File: src/rtl/jk_reg_loader.sv
// Write-side controller for a negedge JK bank: computes J/K excitation, drives it for one cycle, reads back, retries.
// Define JKLD_TOGGLE_EN for toggle-form excitation (J = K = target ^ q_fb); otherwise set/reset form.
module jk_reg_loader #(
  parameter int WIDTH     = 8,
  parameter int MAX_RETRY = 3
) (
  input  logic             CLK,
  input  logic             RST,
  input  logic [WIDTH-1:0] din,
  input  logic             din_valid,
  output logic             din_ready,
  input  logic [WIDTH-1:0] q_fb,
  output logic [WIDTH-1:0] J,
  output logic [WIDTH-1:0] K,
  output logic             busy,
  output logic             done,
  output logic             err,
  output logic [3:0]       retry_cnt
);

  typedef enum logic [1:0] {
    S_IDLE  = 2'd0,
    S_DRIVE = 2'd1,
    S_CHECK = 2'd2
  } state_t;

  localparam logic [3:0] RETRY_LIMIT = 4'(MAX_RETRY);

  state_t           state_q, state_d;
  logic [WIDTH-1:0] target_q, target_d;
  logic [WIDTH-1:0] j_q, j_d;
  logic [WIDTH-1:0] k_q, k_d;
  logic [3:0]       retry_q, retry_d;
  logic             done_q, done_d;
  logic             err_q, err_d;

`ifdef JKLD_TOGGLE_EN
  function automatic logic [WIDTH-1:0] exc_j(input logic [WIDTH-1:0] tgt,
                                             input logic [WIDTH-1:0] q);
    return tgt ^ q;
  endfunction

  function automatic logic [WIDTH-1:0] exc_k(input logic [WIDTH-1:0] tgt,
                                             input logic [WIDTH-1:0] q);
    return tgt ^ q;
  endfunction
`else
  function automatic logic [WIDTH-1:0] exc_j(input logic [WIDTH-1:0] tgt,
                                             input logic [WIDTH-1:0] q);
    return tgt & ~q;
  endfunction

  function automatic logic [WIDTH-1:0] exc_k(input logic [WIDTH-1:0] tgt,
                                             input logic [WIDTH-1:0] q);
    return ~tgt & q;
  endfunction
`endif

  always_ff @(posedge CLK or posedge RST) begin
    if (RST) begin
      state_q  <= S_IDLE;
      target_q <= '0;
      j_q      <= '0;
      k_q      <= '0;
      retry_q  <= '0;
      done_q   <= 1'b0;
      err_q    <= 1'b0;
    end else begin
      state_q  <= state_d;
      target_q <= target_d;
      j_q      <= j_d;
      k_q      <= k_d;
      retry_q  <= retry_d;
      done_q   <= done_d;
      err_q    <= err_d;
    end
  end

  // J/K default to hold so excitation lasts exactly the one DRIVE cycle.
  always_comb begin
    state_d  = state_q;
    target_d = target_q;
    j_d      = '0;
    k_d      = '0;
    retry_d  = retry_q;
    done_d   = 1'b0;
    err_d    = 1'b0;
    case (state_q)
      S_IDLE: begin
        if (din_valid) begin
          target_d = din;
          retry_d  = '0;
          j_d      = exc_j(din, q_fb);
          k_d      = exc_k(din, q_fb);
          state_d  = S_DRIVE;
        end
      end
      S_DRIVE: begin
        state_d = S_CHECK;
      end
      S_CHECK: begin
        if (q_fb == target_q) begin
          done_d  = 1'b1;
          state_d = S_IDLE;
        end else if (retry_q < RETRY_LIMIT) begin
          retry_d = retry_q + 4'd1;
          j_d     = exc_j(target_q, q_fb);
          k_d     = exc_k(target_q, q_fb);
          state_d = S_DRIVE;
        end else begin
          err_d   = 1'b1;
          state_d = S_IDLE;
        end
      end
      default: begin
        state_d = S_IDLE;
      end
    endcase
  end

  assign din_ready = (state_q == S_IDLE);
  assign busy      = (state_q != S_IDLE);
  assign J         = j_q;
  assign K         = k_q;
  assign done      = done_q;
  assign err       = err_q;
  assign retry_cnt = retry_q;

endmodule

File: config.mk
export PLATFORM = sky130hd
export DESIGN_NAME = jk_reg_loader
export DESIGN_NICKNAME = d
export VERILOG_FILES = /design/src/rtl/jk_reg_loader.sv
export SDC_FILE = /design/constraint.sdc
export NUM_CORES = 1
export LEC_CHECK = 0
export ABC_CLOCK_PERIOD_IN_PS = 3300
export BUFFER_PORTS_ARGS = -buffer_cell sky130_fd_sc_hd__buf_4
export CAP_MARGIN = 20
export CORE_UTILIZATION = 55
export CTS_CLUSTER_DIAMETER = 40
export DETAILED_ROUTE_END_ITERATION = 6
export GPL_TIMING_DRIVEN = 0
export HOLD_SLACK_MARGIN = 0.06
export PLACE_DENSITY = 0.81
export REMOVE_ABC_BUFFERS = 1
export SYNTH_ARGS = -nofsm -noshare
export SYNTH_HDL_FRONTEND = slang
export SYNTH_SLANG_ARGS = --single-unit
File: constraint.sdc
create_clock -name CLK -period 3.3 [get_ports CLK]
set_input_delay 0.495 -clock CLK [delete_from_list [all_inputs] [get_ports CLK]]
set_output_delay 0.495 -clock CLK [all_outputs]
set_load 0.01 [all_outputs]
-- Word level (Yosys, flattened, before mapping)
Cells that the tools add are included.
Widths: inputs -> output; s select.
- register bits: 32
- bits of input ports: 19
- logic and storage cells: 48
- add/sub/neg operators: 1
- order comparisons: 1
- equal/unequal tests: 6
- muxes and demuxes: 21
- bitwise gates (word level): 7
- reduce and logical (&&, ||, !) cells: 5
- operators with widths (kind ; count):
    $mux 8 ; 6
    $and 8x8->8 ; 4
    $pmux 8 s2 ; 2
    $not 8->8 ; 3
    $mux 4 ; 3
    $eq 8x8->1 ; 1
    $pmux 4 s2 ; 1
    $mux 1 ; 7
    $ne 2x2->1 const B ; 3
    $pmux 2 s3 ; 1
    $add 4x1->4 const B ; 1
    $lt 4x2->1 const B ; 1
    $reduce_and 4->1 ; 1
    $reduce_bool 2->1 ; 2
    $eq 2x1->1 const B ; 1
    $eq 2x2->1 const B ; 1
    $logic_not 2->1 ; 1
    $mux 2 ; 1
    $reduce_and 2->1 ; 1

-- Longest topological paths before layout
- word-level depth: 5
- gate-level depth with buffers: 7
- gate-level depth less buffers: 5

-- Least setup slack after synthesis
OpenSTA, ideal clock, no wires.
- kind: input -> register
- start point: in q_fb[4]
- end point: reg j_q[4], in the netlist J[4]
- library setup time: 122 ps
- data arrival time: 1566 ps
- required time: 3178 ps
- slack: 1613 ps
- stages: 7
- path buffers: 2
- cells stage by stage: inv_1 ha_1 nand4_1 o211a_1 buf_4 buf_6 a32o_1
- cells in the longest elaborated chain, start to end: 5
- elaborated cells on any way between the ends: 8
- those cells by class: eq/ne (1); mux (4); bitwise (3)
- RTL lines (element ; line ; RTL):
    start, declared ; 12 ; input logic [WIDTH-1:0] q_fb,
    $not 8->8 ; 50 ; return tgt & ~q;
    $and 8x8->8 ; 50 ;
    $mux 8 ; 105 ; end else if (retry_q < RETRY_LIMIT) begin
    $mux 8 ; 102 ; if (q_fb == target_q) begin
    $pmux 8 s2 * ; 88 ; case (state_q)
    net j_d[4] ; 31 ; logic [WIDTH-1:0] j_q, j_d;
    end signal, assigned ; 71 ; j_q <= j_d;
    end, declared ; 31 ;
Mark *: on every way through the listed nets, which the timed path passes. The rest lies on a longest branch.
A chain may end at the register's enable or synchronous reset.

-- Final worst setup path
- start point: reg retry_q[0], in the netlist retry_cnt[0]
- end point: reg retry_q[1], in the netlist retry_cnt[1]
- cells in the longest elaborated chain, start to end: 4
- elaborated cells on any way between the ends: 7
- those cells by class: add/sub (1); order compare (1); eq/ne (1); mux (3); reduce/logical (1)
- RTL lines (element ; line ; RTL):
    start, declared ; 33 ; logic [3:0] retry_q, retry_d;
    start signal, assigned ; 73 ; retry_q <= retry_d;
    $add 4x1->4 ; 106 ; retry_d = retry_q + 4'd1;
    $mux 4 ; 105 ;
    $mux 4 ; 102 ;
    $pmux 4 s2 ; 88 ;
Several ways; a longest one is shown, not always the timed one. The select of a mux whose other input is x is not followed.

==> results_dict.tcl <==
set metrics [dict create \
    ctsResizeCount 0 \
    syn_area_per_cell_um2 11.4 \
    crit_arrival_ps 2190 \
    fin_crit_sh_pct 59.9 \
    clock_tree.root_cell "sky130_fd_sc_hd__clkbuf_4" \
    crit_type "flop to flop" \
    grt_pass1_wl_um 5040 \
    fmax_ghz 0.506 \
    vias_per_cell 5.51 \
    finalNetCount 219 \
    post_synth_num_cell_types 30 \
    crit_path_top_delay_cell "sky130_fd_sc_hd__o211a_1" \
    clock_tree.htree_level_count 2 \
    status "complete, no violations" \
    synth_flop_cell "sky130_fd_sc_hd__dfrtp_1" \
    finalClockSkew_ps 8.29 \
    peakVddDrop_mv 0.580 \
    crit_path_cells "ha_1 -> nor3_1 -> o211a_1 -> mux2_2" \
    cts_max_path_buffers 2 \
    synthDominantCellAreaShare_pct 51.2 \
    synth_area_leader_cell "sky130_fd_sc_hd__dfrtp_1" \
    synthTopCellsByArea "sky130_fd_sc_hd__dfrtp_1, sky130_fd_sc_hd__ha_1, sky130_fd_sc_hd__a32o_1, sky130_fd_sc_hd__inv_1, sky130_fd_sc_hd__o21ai_0" \
    global_route.overflow_total 0 \
    die-area_mm2 0.00306 \
    grt_setup_unrepaired "false" \
    worst_path_dominant_cell_family "compound AO/OA/AOI/OAI gates" \
    clk_pin_slew_worst_paths_ps 90 \
    num_cts_buffers 5 \
    die_height_um 55.3 \
    critPathCaptureType "flop" \
    final_area_mm2 0.00200 \
    dpl-instance-area_mm2 0.00193 \
    drive_gt1_share_pct 31.5 \
    vias 1180 \
    floorplan.io_pins 43 \
    area.growth.synth_to_final_pct 27.5 \
    worst_hold_slack_ps 173 \
    postSynthRegisterBits 32 \
    insertion_delay_ps 330 \
    timing_hold_violations_final 0 \
    place.port_buffers 42 \
    antenna_violations_before_repair 0 \
    initial_utilization_pct 60.4 \
    post_drt_wl_per_cell_um 14.2 \
    placed_cell_count 206 \
    grt_max_degree 24 \
    antenna_viol_nets_final 0 \
    tritonroute_pass_1_iters 4 \
    critical_path_peak_fanout 18 \
    postCtsSetupRepairBufs 0 \
    num_rows 18 \
    starting_drc_count_in_detailed_routing 27 \
    globalRouteTotalUtil_pct 20.9 \
    via_count_of_the_first_global_routing_pass 1177 \
    synth_async_sr_flop_share_pct 100 \
    synth.most_common_cell "sky130_fd_sc_hd__dfrtp_1" \
    required_arrival_time_at_the_worst_endpoint_ps 3510 \
    setup_viol_count_final 0 \
    maxSlewHeadroom_pct 56.1 \
    ys_top_cells_by_count "sky130_fd_sc_hd__dfrtp_1, sky130_fd_sc_hd__inv_1, sky130_fd_sc_hd__ha_1" \
    drc_violation_count_after_routing 0 \
    cp_slowest_stage_delay_ps 600 \
    worst_slew_pin_slew_ps 658 \
    gp_routability_congestion 0.721 \
    yosysWarnings 0 \
    synthesis.area_mm2 0.00157 \
    fin_total_pwr_mw 1.42 \
    layout_min_cycle_time_ps 1980 \
    power-per-cell-area_mw_per_mm2 713 \
    insertedDiodeCount 0 \
    tritoncts_num_sinks 32 \
    cap_violations 0 \
    hold_path.class "primary input to async pin" \
    setup_tns_ps 0 \
    post_synth_inst_count 137 \
    tritoncts "yes" \
    report.final.slew_viol_count 0 \
    startpoint_type "flop" \
    floorplan_core_area_mm2 0.00259 \
    seq_area_frac_synth_pct 51.2 \
    cp_num_buf_inv 0 \
    finish.cell_count_without_fillers 214 \
    wirelength_um 3040 \
    floorplan.die.width_um 55.3 \
    holdBufCountCts 0 \
    synth_edf_count 0 \
    total_leakage_power_nw 1.09 \
    post-dp-hpwl_um 2260 \
]
cell families (layout without fill, tap and decap cells):
logic type	count (synthesis)	after routing	share of synthesized area, %
compound gates	31	31	16.3
mux	1	1	0.719
fa+ha+maj	17	17	13.6
buf+inv	32	79	8.55
simple gates	24	24	9.67
flops	32	32	51.2
metal layers:
metal	wire length (um)	vias to the layer above	global-route usage, %
li1	-	561	-
met1	1280	569	24.3
met2	1550	42	35.8
met3	164	8	4.92
met4	55	0	10.7
met5	0	-	0
worst paths after layout:
check | from | endpoint | slack (ps) | depth (start not counted)
setup / recovery | retry_cnt[0] | retry_cnt[1] | 1320 | 4
min in group CLK | din[0] | target_q[0] | 390 | 3
hold reg to reg | target_q[0] | target_q[0] | 570 | 2
setup reg to reg | retry_cnt[0] | retry_cnt[1] | 1320 | 4
hold / removal | RST | K[5] | 170 | 2
max in group asynchronous | RST | K[3] | 2660 | 3
cell usage in the layout, fill, tap and decap left out, types with 5 or more instances in the layout:
cell type,count
sky130_fd_sc_hd__buf_4,42
sky130_fd_sc_hd__dfrtp_1,32
sky130_fd_sc_hd__inv_1,27
sky130_fd_sc_hd__ha_1,17
sky130_fd_sc_hd__a32o_1,16
sky130_fd_sc_hd__nand2_1,8
sky130_fd_sc_hd__o21ai_0,8
sky130_fd_sc_hd__clkbuf_4,5
through the flow:
stage                     util (%)  worst slack [ps]
final                         77.1              1320
after global routing          77.1              1180
after CTS                     77.1              1320
after detailed placement      74.7              1130
after global placement        72.8               918
after floorplan                  -              1370
registers in the layout (all words and copies together), names as in the netlist:
register / cells
target_q: 8
K: 8
done: 1
err: 1
J: 8
retry_cnt: 4
state_q: 2
power breakdown:
group | switching (mW) | total (mW) | leakage [nW] | internal (mW)
registers | 0.0789 | 0.588 | 0.422 | 0.509
clock network | 0.129 | 0.230 | 0.0380 | 0.101
logic | 0.307 | 0.605 | 0.629 | 0.298
total | 0.515 | 1.42 | 1.09 | 0.908
cell type report:
type,count,area (um2)
repair buffers,44,358
well taps,30,37.5
clock buffers,6,51.3
fillers,184,594
inverters,27,101
flip-flops and latches,32,801
multi-input cells,73,637
clock inverters,2,10.0
Note: power is estimated with default switching activity, not from simulation.
